`config.mk`:
```
export PLATFORM = sky130hd
export DESIGN_NAME = voice_allocator
export DESIGN_NICKNAME = d
export VERILOG_FILES = /design/src/rtl/voice_allocator.sv
export SDC_FILE = /design/constraint.sdc
export NUM_CORES = 1
export LEC_CHECK = 0
export BUFFER_PORTS_ARGS = -buffer_cell sky130_fd_sc_hd__buf_2
export CAP_MARGIN = 10
export CORE_ASPECT_RATIO = 1.2
export CORE_UTILIZATION = 40
export DETAILED_ROUTE_END_ITERATION = 8
export PLACE_DENSITY = 0.55
export SLEW_MARGIN = 0
export SYNTH_ARGS = -nofsm -noshare
export SYNTH_HDL_FRONTEND = slang
export SYNTH_SLANG_ARGS = --single-unit
```
`constraint.sdc`:
```
create_clock -name i_clk -period 3.3 [get_ports i_clk]
set_input_delay 0.66 -clock i_clk [delete_from_list [all_inputs] [get_ports i_clk]]
set_output_delay 0.66 -clock i_clk [all_outputs]
set_load 0.01 [all_outputs]
```
`src/rtl/voice_allocator.sv`:
```
// Polyphonic voice allocator: valid/ready note events, fixed-latency table scan, registered read port.
// Optional build macro VOICE_STEAL_EN: when defined, a note-on into a full table overwrites a round-robin victim slot.
module voice_allocator #(
   parameter int VOICES = 64,
   parameter int AW     = 6
) (
   input  logic          i_clk,
   input  logic          i_res,
   input  logic          i_ev_valid,
   output logic          o_ev_ready,
   input  logic          i_ev_on,
   input  logic [3:0]    i_ev_ch,
   input  logic [6:0]    i_ev_note,
   input  logic [6:0]    i_ev_vel,
   input  logic [AW-1:0] i_rdaddr,
   output logic [15:0]   o_rddata,
   output logic [AW:0]   o_active_cnt,
   output logic          o_drop
);

   localparam logic [AW-1:0] LAST    = AW'(VOICES - 1);
   localparam logic [AW:0]   CNT_MAX = (AW + 1)'(VOICES);

   typedef enum logic [1:0] {S_IDLE, S_SCAN, S_COMMIT} state_t;

   state_t        state;
   logic [AW-1:0] idx;
   logic          ev_on;
   logic [3:0]    ev_ch;
   logic [6:0]    ev_note;
   logic [6:0]    ev_vel;
   logic          match_f;
   logic          free_f;
   logic [AW-1:0] match_idx;
   logic [AW-1:0] free_idx;
   logic [AW-1:0] wr_idx;
   logic          do_alloc;
   logic          do_retrig;
   logic          do_clear;
   logic          do_steal;
   logic          do_drop;
   logic          scan_hit;

   logic          slot_en   [VOICES];
   logic [3:0]    slot_ch   [VOICES];
   logic [6:0]    slot_note [VOICES];
   logic [6:0]    slot_vel  [VOICES];

`ifdef VOICE_STEAL_EN
   logic [AW-1:0] steal_ptr;
`endif

   function automatic logic [AW:0] cnt_inc(input logic [AW:0] c);
      return (c == CNT_MAX) ? c : c + 1'b1;
   endfunction

   function automatic logic [AW:0] cnt_dec(input logic [AW:0] c);
      return (c == '0) ? c : c - 1'b1;
   endfunction

   assign scan_hit = slot_en[idx] && (slot_ch[idx] == ev_ch) && (slot_note[idx] == ev_note);

   // Commit decision: retrigger beats allocation, allocation beats steal/drop
   always_comb begin
      do_alloc  = 1'b0;
      do_retrig = 1'b0;
      do_clear  = 1'b0;
      do_steal  = 1'b0;
      do_drop   = 1'b0;
      wr_idx    = free_idx;
      if (state == S_COMMIT) begin
         if (ev_on) begin
            if (match_f) begin
               do_retrig = 1'b1;
            end else if (free_f) begin
               do_alloc = 1'b1;
            end else begin
`ifdef VOICE_STEAL_EN
               do_steal = 1'b1;
               wr_idx   = steal_ptr;
`else
               do_drop  = 1'b1;
`endif
            end
         end else if (match_f) begin
            do_clear = 1'b1;
         end
      end
   end

   always_ff @(posedge i_clk) begin
      if (i_res) begin
         state        <= S_IDLE;
         o_ev_ready   <= 1'b1;
         idx          <= '0;
         match_f      <= 1'b0;
         free_f       <= 1'b0;
         o_active_cnt <= '0;
         o_drop       <= 1'b0;
`ifdef VOICE_STEAL_EN
         steal_ptr    <= '0;
`endif
      end else begin
         o_drop <= 1'b0;
         case (state)
            S_IDLE: begin
               if (i_ev_valid) begin
                  ev_on      <= i_ev_on && (i_ev_vel != 7'd0);
                  ev_ch      <= i_ev_ch;
                  ev_note    <= i_ev_note;
                  ev_vel     <= i_ev_vel;
                  match_f    <= 1'b0;
                  free_f     <= 1'b0;
                  idx        <= '0;
                  o_ev_ready <= 1'b0;
                  state      <= S_SCAN;
               end
            end
            S_SCAN: begin
               if (!match_f && scan_hit) begin
                  match_f   <= 1'b1;
                  match_idx <= idx;
               end
               if (!free_f && !slot_en[idx]) begin
                  free_f   <= 1'b1;
                  free_idx <= idx;
               end
               idx <= idx + 1'b1;
               if (idx == LAST) state <= S_COMMIT;
            end
            S_COMMIT: begin
               if (do_alloc) begin
                  o_active_cnt <= cnt_inc(o_active_cnt);
               end else if (do_clear) begin
                  o_active_cnt <= cnt_dec(o_active_cnt);
               end
               o_drop <= do_drop;
`ifdef VOICE_STEAL_EN
               if (do_steal) steal_ptr <= steal_ptr + 1'b1;
`endif
               o_ev_ready <= 1'b1;
               state      <= S_IDLE;
            end
            default: begin
               o_ev_ready <= 1'b1;
               state      <= S_IDLE;
            end
         endcase
      end
   end

   // Table: only the enable bits are reset; note data survives for the scanners
   always_ff @(posedge i_clk) begin
      if (i_res) begin
         for (int i = 0; i < VOICES; i++) slot_en[i] <= 1'b0;
      end else if (do_alloc || do_steal) begin
         slot_en[wr_idx] <= 1'b1;
      end else if (do_clear) begin
         slot_en[match_idx] <= 1'b0;
      end
   end

   always_ff @(posedge i_clk) begin
      if (!i_res) begin
         if (do_retrig) slot_vel[match_idx] <= ev_vel;
         if (do_alloc || do_steal) begin
            slot_ch[wr_idx]   <= ev_ch;
            slot_note[wr_idx] <= ev_note;
            slot_vel[wr_idx]  <= ev_vel;
         end
      end
   end

   // Read stage: sees the table before any write on the same edge
   always_ff @(posedge i_clk) begin
      if (i_res) begin
         o_rddata <= 16'h0000;
      end else begin
         o_rddata <= {slot_en[i_rdaddr], slot_note[i_rdaddr], 1'b0, slot_vel[i_rdaddr]};
      end
   end

   always_ff @(posedge i_clk) begin
      if (!i_res) begin
         assert (!(do_alloc && o_active_cnt == CNT_MAX));
         assert (!(do_clear && o_active_cnt == '0));
      end
   end

endmodule

```
# Word level (Yosys, flattened, before mapping)

Memory sizes are Yosys's and may differ from the RTL's. A register that Yosys moved wholly into a read port is not among the register bits.
Index checks and enable logic that the tools add are counted.

Input port bits: 28
Word-level logic and storage cells: 115
Memory bits (read-only): 0
Bits in latches: 0
Memories: 4
Bits in registers: 51
Output and inout port bits: 25
Bits in writable memories: 1216

Memory list:

| memory    | words | width | read ports | clocked after memory_dff | write ports | line | RTL |
|---|---|---|---|---|---|---|---|
| slot_note | 64    | 7     | 2          | 2                        | 1           | 46   | `logic [6:0] slot_note [VOICES];` |
| slot_vel  | 64    | 7     | 1          | 1                        | 1           | 47   | `logic [6:0] slot_vel [VOICES];` |
| slot_ch   | 64    | 4     | 1          | 1                        | 1           | 45   | `logic [3:0] slot_ch [VOICES];` |
| slot_en   | 64    | 1     | 2          | 2                        | 64          | 44   | `logic slot_en [VOICES];` |

Add/subtract/negate cells: 3
Shift-type cells: 0
Divide/modulo/power cells: 0
Bitwise logic cells: 4
Eq/ne operators: 12
Mux-type cells: 52
Magnitude comparators: 0
Multipliers: 0
Reduce and logical (&&, ||, !) cells: 26

Operators by type and width:

| kind                  | count |
|---|---|
| $mux W6               | 10 |
| $mux W7               | 5 |
| $mux W1               | 30 |
| $reduce_and A3 Y1     | 5 |
| $ne A2 B2 Y1 const B  | 6 |
| $pmux W6 S2           | 1 |
| $add A7 B1 Y7 const B | 1 |
| $eq A7 B7 Y1          | 1 |
| $eq A7 B7 Y1 const B  | 1 |
| $logic_not A7 Y1      | 1 |
| $reduce_bool A7 Y1    | 1 |
| $reduce_or A7 Y1      | 1 |
| $sub A7 B1 Y7 const B | 1 |
| $add A6 B1 Y6 const B | 1 |
| $eq A6 B6 Y1 const B  | 1 |
| $pmux W1 S2           | 3 |
| $reduce_and A2 Y1     | 3 |
| $logic_and A1 B1 Y1   | 5 |
| $eq A4 B4 Y1          | 1 |
| $mux W2               | 2 |
| $not A1 Y1            | 4 |
| $pmux W2 S2           | 1 |
| $reduce_and A4 Y1     | 1 |
| $reduce_bool A2 Y1    | 2 |
| other kinds (6)       | 9 |

# Depth between registers and ports, before layout

Depth in word-level cells: 10
Gate-level depth with buffers: 13
Gate-level depth less buffers: 12

# Least setup slack after synthesis

OpenSTA, ideal clock, no wires.

Path type: input-to-reg
From: in i_rdaddr[0]
To: reg o_rddata[11] (read register of slot_note)
Stages on the path: 7
Required time: 3172 ps
Arrival time: 3230 ps
Buffers on the path: 3
Slack: -58 ps
Path through: clkbuf_1 > clkbuf_1 > buf_1 > mux4_2 > mux4_2 > mux4_2 > nor2b_1

RTL lines:

| item            | line | RTL |
|---|---|---|
| start, declared | 15   | `input logic [AW-1:0] i_rdaddr,` |
| end, declared   | 16   | `output logic [15:0] o_rddata,` |

==> summary.md <==
| Metric | Value |
|---|---|
| Port Buffers | `51` |
| Tmin final | `3.350 ns` |
| Type of the tightest min-delay check | `input pin to flip-flop` |
| Type of the worst setup path | `flip-flop to flip-flop` |
| Syn Std Cell Area | `between 0.05 and 0.06 mm^2` |
| Num rows | `about 150` |
| Final worst slack | `-0.05043 ns` |
| Pleak | `20.81 nW` |
| Via-per-instance ratio | `5.898` |
| Register area share after synthesis | `0.6958` |
| MaxCap Viol Count | `0` |
| Synth Warn # | `0` |
| Worst hold slack | `roughly 0.076 ns` |
| CTS sink cnt | `1,287` |
| Total Routed Length | `157,800 um` |
| Worst-skew pair later-pin latency | `0.76 ns` |
| R2R cell count | `12` |
| Final Setup Violations | `6` |
| Syn nets | `2,816` |
| Layout Nets | `about 3,200` |
| H-tree lvl count | `4` |
| Final Hold Viols | `0` |
| Routed WL per cell | `30.89 um` |
| Starting Density | `0.4044` |
| Reg-to-reg endpoint | `match_idx[0]` |
| Synth Register Bits | `1,287` |
| Failing checks | `negative setup slack` |
| Setup_tns | `-0.2999 ns` |
| CP Data Required Time | `3.77 ns` |
| Power per cell area | `538.7 mW/mm^2` |
| Synth cell types | `61` |
| Antenna violations before repair | `4` |
| Clock Skew | `0.03303 ns` |
| Clock root buffer | `clkbuf_16` |
| Via count | `between 30,000 and 40,000` |
| GRT Overall Usage | `0.2277` |
| Residual DRC count | `0` |
| Cells after synthesis | `2,781` |
| Final core occ | `0.4801` |
| Core area | `0.1359 mm^2` |
| Cts bufs inserted | `134` |
| Status | `finished with violations` |
| Crit start category | `flip-flop` |
| Die Width | `340.4 um` |
| Total global routing overflow | `0` |
| Worst Tran Pin Value | `about 0.93 ns` |
| Final HPWL DP | `105,800 um` |
| GPL Wtd Cong | `0.8880` |
| Synth Area per Inst | `19.77 um^2` |
| Post-synth ARST share | `0` |
| Die extent in y | `408.1 um` |
| CTS tree | `done` |
| Post-Place Setup Slack | `-0.3906 ns` |
| Top Ports | `between 50 and 60` |
| Peak VDD IR | `0.4854 mV` |
| # diodes | `0` |
| Final instance area | `0.06525 mm^2` |
| Fmax | `298.5 MHz` |
| Tcrit/Tclk final | `1.015` |
| R2R setup slack | `-0.05 ns` |
| Slew Limit Fails | `0` |
| Fin cells | `5,110` |
| Worst setup path endpoint | `match_idx[0]` |
| CP Max Fanout | `7` |
| Max clock buf depth | `3` |
| Area Overhead vs Synth | `18.70%` |
| Slew headroom | `0.3780` |
| CP Data Arrival Time | `around 3.8 ns` |
| Share of layout cells above drive strength 1 | `0.3628` |
| Clk slew on worst S/H paths | `about 0.07 ns` |
| Synth Flop Type | `edfxtp_1` |
| Placed inst area | `0.06026 mm^2` |
| Final Power | `35.15 mW` |
| RSZ-0062 raised after global routing | `yes` |
| Antenna viol nets, final | `0` |
| Setup crit end kind | `flip-flop` |
| Drt pass-1 iters | `5` |
| Vias in the first global route | `31,070` |
| Die area | `0.1389 mm^2` |
| Global-route wire length before repair | `between 200,000 and 250,000 um` |
| Number of enable flip-flop cells after synthesis | `1,247` |
| Placed Cells | `roughly 4,800` |
| Initial drt markers | `3,099` |
| Largest net degree at the start of global routing | `~70` |
[layout by cell type, fill, tap and decap left out, drive strengths merged, types with 11 or more instances in the layout]
master / n
dfxtp: 40
a221oi: 14
xor2: 14
o21bai: 65
nor2: 230
clkbuf: 166
nor3: 18
a21oi: 29
a22oi: 41
nand3: 55
mux2i: 69
o21ai: 21
clkinv: 53
buf: 470
nand2: 85
bufinv: 13
nand2b: 17
mux4: 489
inv: 15
edfxtp: 1247
xnor2: 11
nor2b: 32
[repair_timing]
item                                    CTS  global route
pin swaps                                11            10
gates resized for setup                  28            23
cloned                                    3             0
setup buffers                            13            26
hold buffers                              0             0
endpoints found under the setup margin    7            13
[cells in the mapped netlist, types with 5 or more instances]
cell | instances | share of area
a21oi_1 | 29 | 0.0026
a221oi_1 | 14 | 0.0022
a22oi_1 | 41 | 0.0056
a31oi_1 | 9 | 0.0010
a32oi_1 | 5 | 0.00080
and2_1 | 6 | 0.00068
and3_1 | 8 | 0.00091
buf_1 | 31 | 0.0021
buf_2 | 23 | 0.0021
buf_4 | 15 | 0.0020
buf_6 | 8 | 0.0016
clkbuf_1 | 104 | 0.0071
dfxtp_1 | 40 | 0.015
edfxtp_1 | 1247 | 0.68
ha_1 | 6 | 0.0014
inv_1 | 8 | 0.00055
mux2_2 | 10 | 0.0020
mux2i_1 | 69 | 0.013
mux4_2 | 485 | 0.20
nand2_1 | 85 | 0.0058
nand2b_1 | 17 | 0.0019
nand3_1 | 55 | 0.0050
nand4_1 | 5 | 0.00057
nor2_1 | 229 | 0.016
nor2b_1 | 32 | 0.0036
nor3_1 | 18 | 0.0016
nor4_1 | 5 | 0.00057
o21ai_0 | 18 | 0.0016
o21bai_1 | 65 | 0.0089
or2_2 | 5 | 0.00057
or3_1 | 7 | 0.00080
xnor2_1 | 11 | 0.0018
xor2_1 | 14 | 0.0022
[final cells by class]
class / instances / area, um^2
Fill cell: 11250 / 70670
Sequential cell: 1287 / 38260
Multi-Input combinational cell: 1303 / 16010
Timing Repair Buffer: 471 / 4328
Clock buffer: 166 / 3610
Tap cell: 1800 / 2252
Clock inverter: 74 / 755.7
Inverter: 9 / 33.78
[sequential cells by signal, indices dropped and copies added, names as in the netlist, 2 cells and up, named ones only]
signal        flops
ev_vel            7
slot_note       448
o_active_cnt      7
ev_note           7
slot_en          64
free_idx          6
o_rddata         15
slot_ch         256
idx               6
match_idx         6
state             2
ev_ch             4
slot_vel        448
[cell families after synthesis]
group,Yosys count,synth area share
other,1,0.00006822
AND/OR/NAND/NOR,484,0.03951
XOR/XNOR,25,0.003983
multiplexers,568,0.2152
AO/OA/AOI/OAI,218,0.02802
flip-flops,1287,0.6958
adder cells (fa/ha/maj),7,0.001730
buffers and inverters,191,0.01570
[worst min path at each step]
stage,from,endpoint,cells after the start
after CTS,i_ev_note[2],ev_note[2],1
after global placement,o_active_cnt[2],o_active_cnt[2],2
after global routing,i_ev_note[2],ev_note[2],1
after floorplan,free_f,o_drop,1
final,i_ev_note[2],ev_note[2],1
after detailed placement,o_active_cnt[4],o_active_cnt[4],2
[per-layer routing]
metal  track usage  routed length (um)  share of wire
met3       0.03808                9644          0.061
met1        0.2896               61130           0.39
met4       0.08953                6304          0.040
met2        0.3881               80760           0.51
met5             0                  13       0.000082
[worst max-delay path, stage by stage (launching register included)]
cell and delay (ns):
dfxtp_4 0.39, buf_12 0.16, buf_16 0.13, buf_4 0.14, buf_12 0.11, mux4_2 0.48
a32o_1 0.30, a31oi_1 0.20, nand4_1 0.14, a221oi_2 0.39, a31oi_1 0.14, nor2_1 0.18
and3_4 0.29
[power by group]
group | switching (mW) | internal, mW
clock | 6.34 | 8.81
sequential | 0.0698 | 17.9
combinational | 1.03 | 1.00
(Power assumes the default switching activity.)
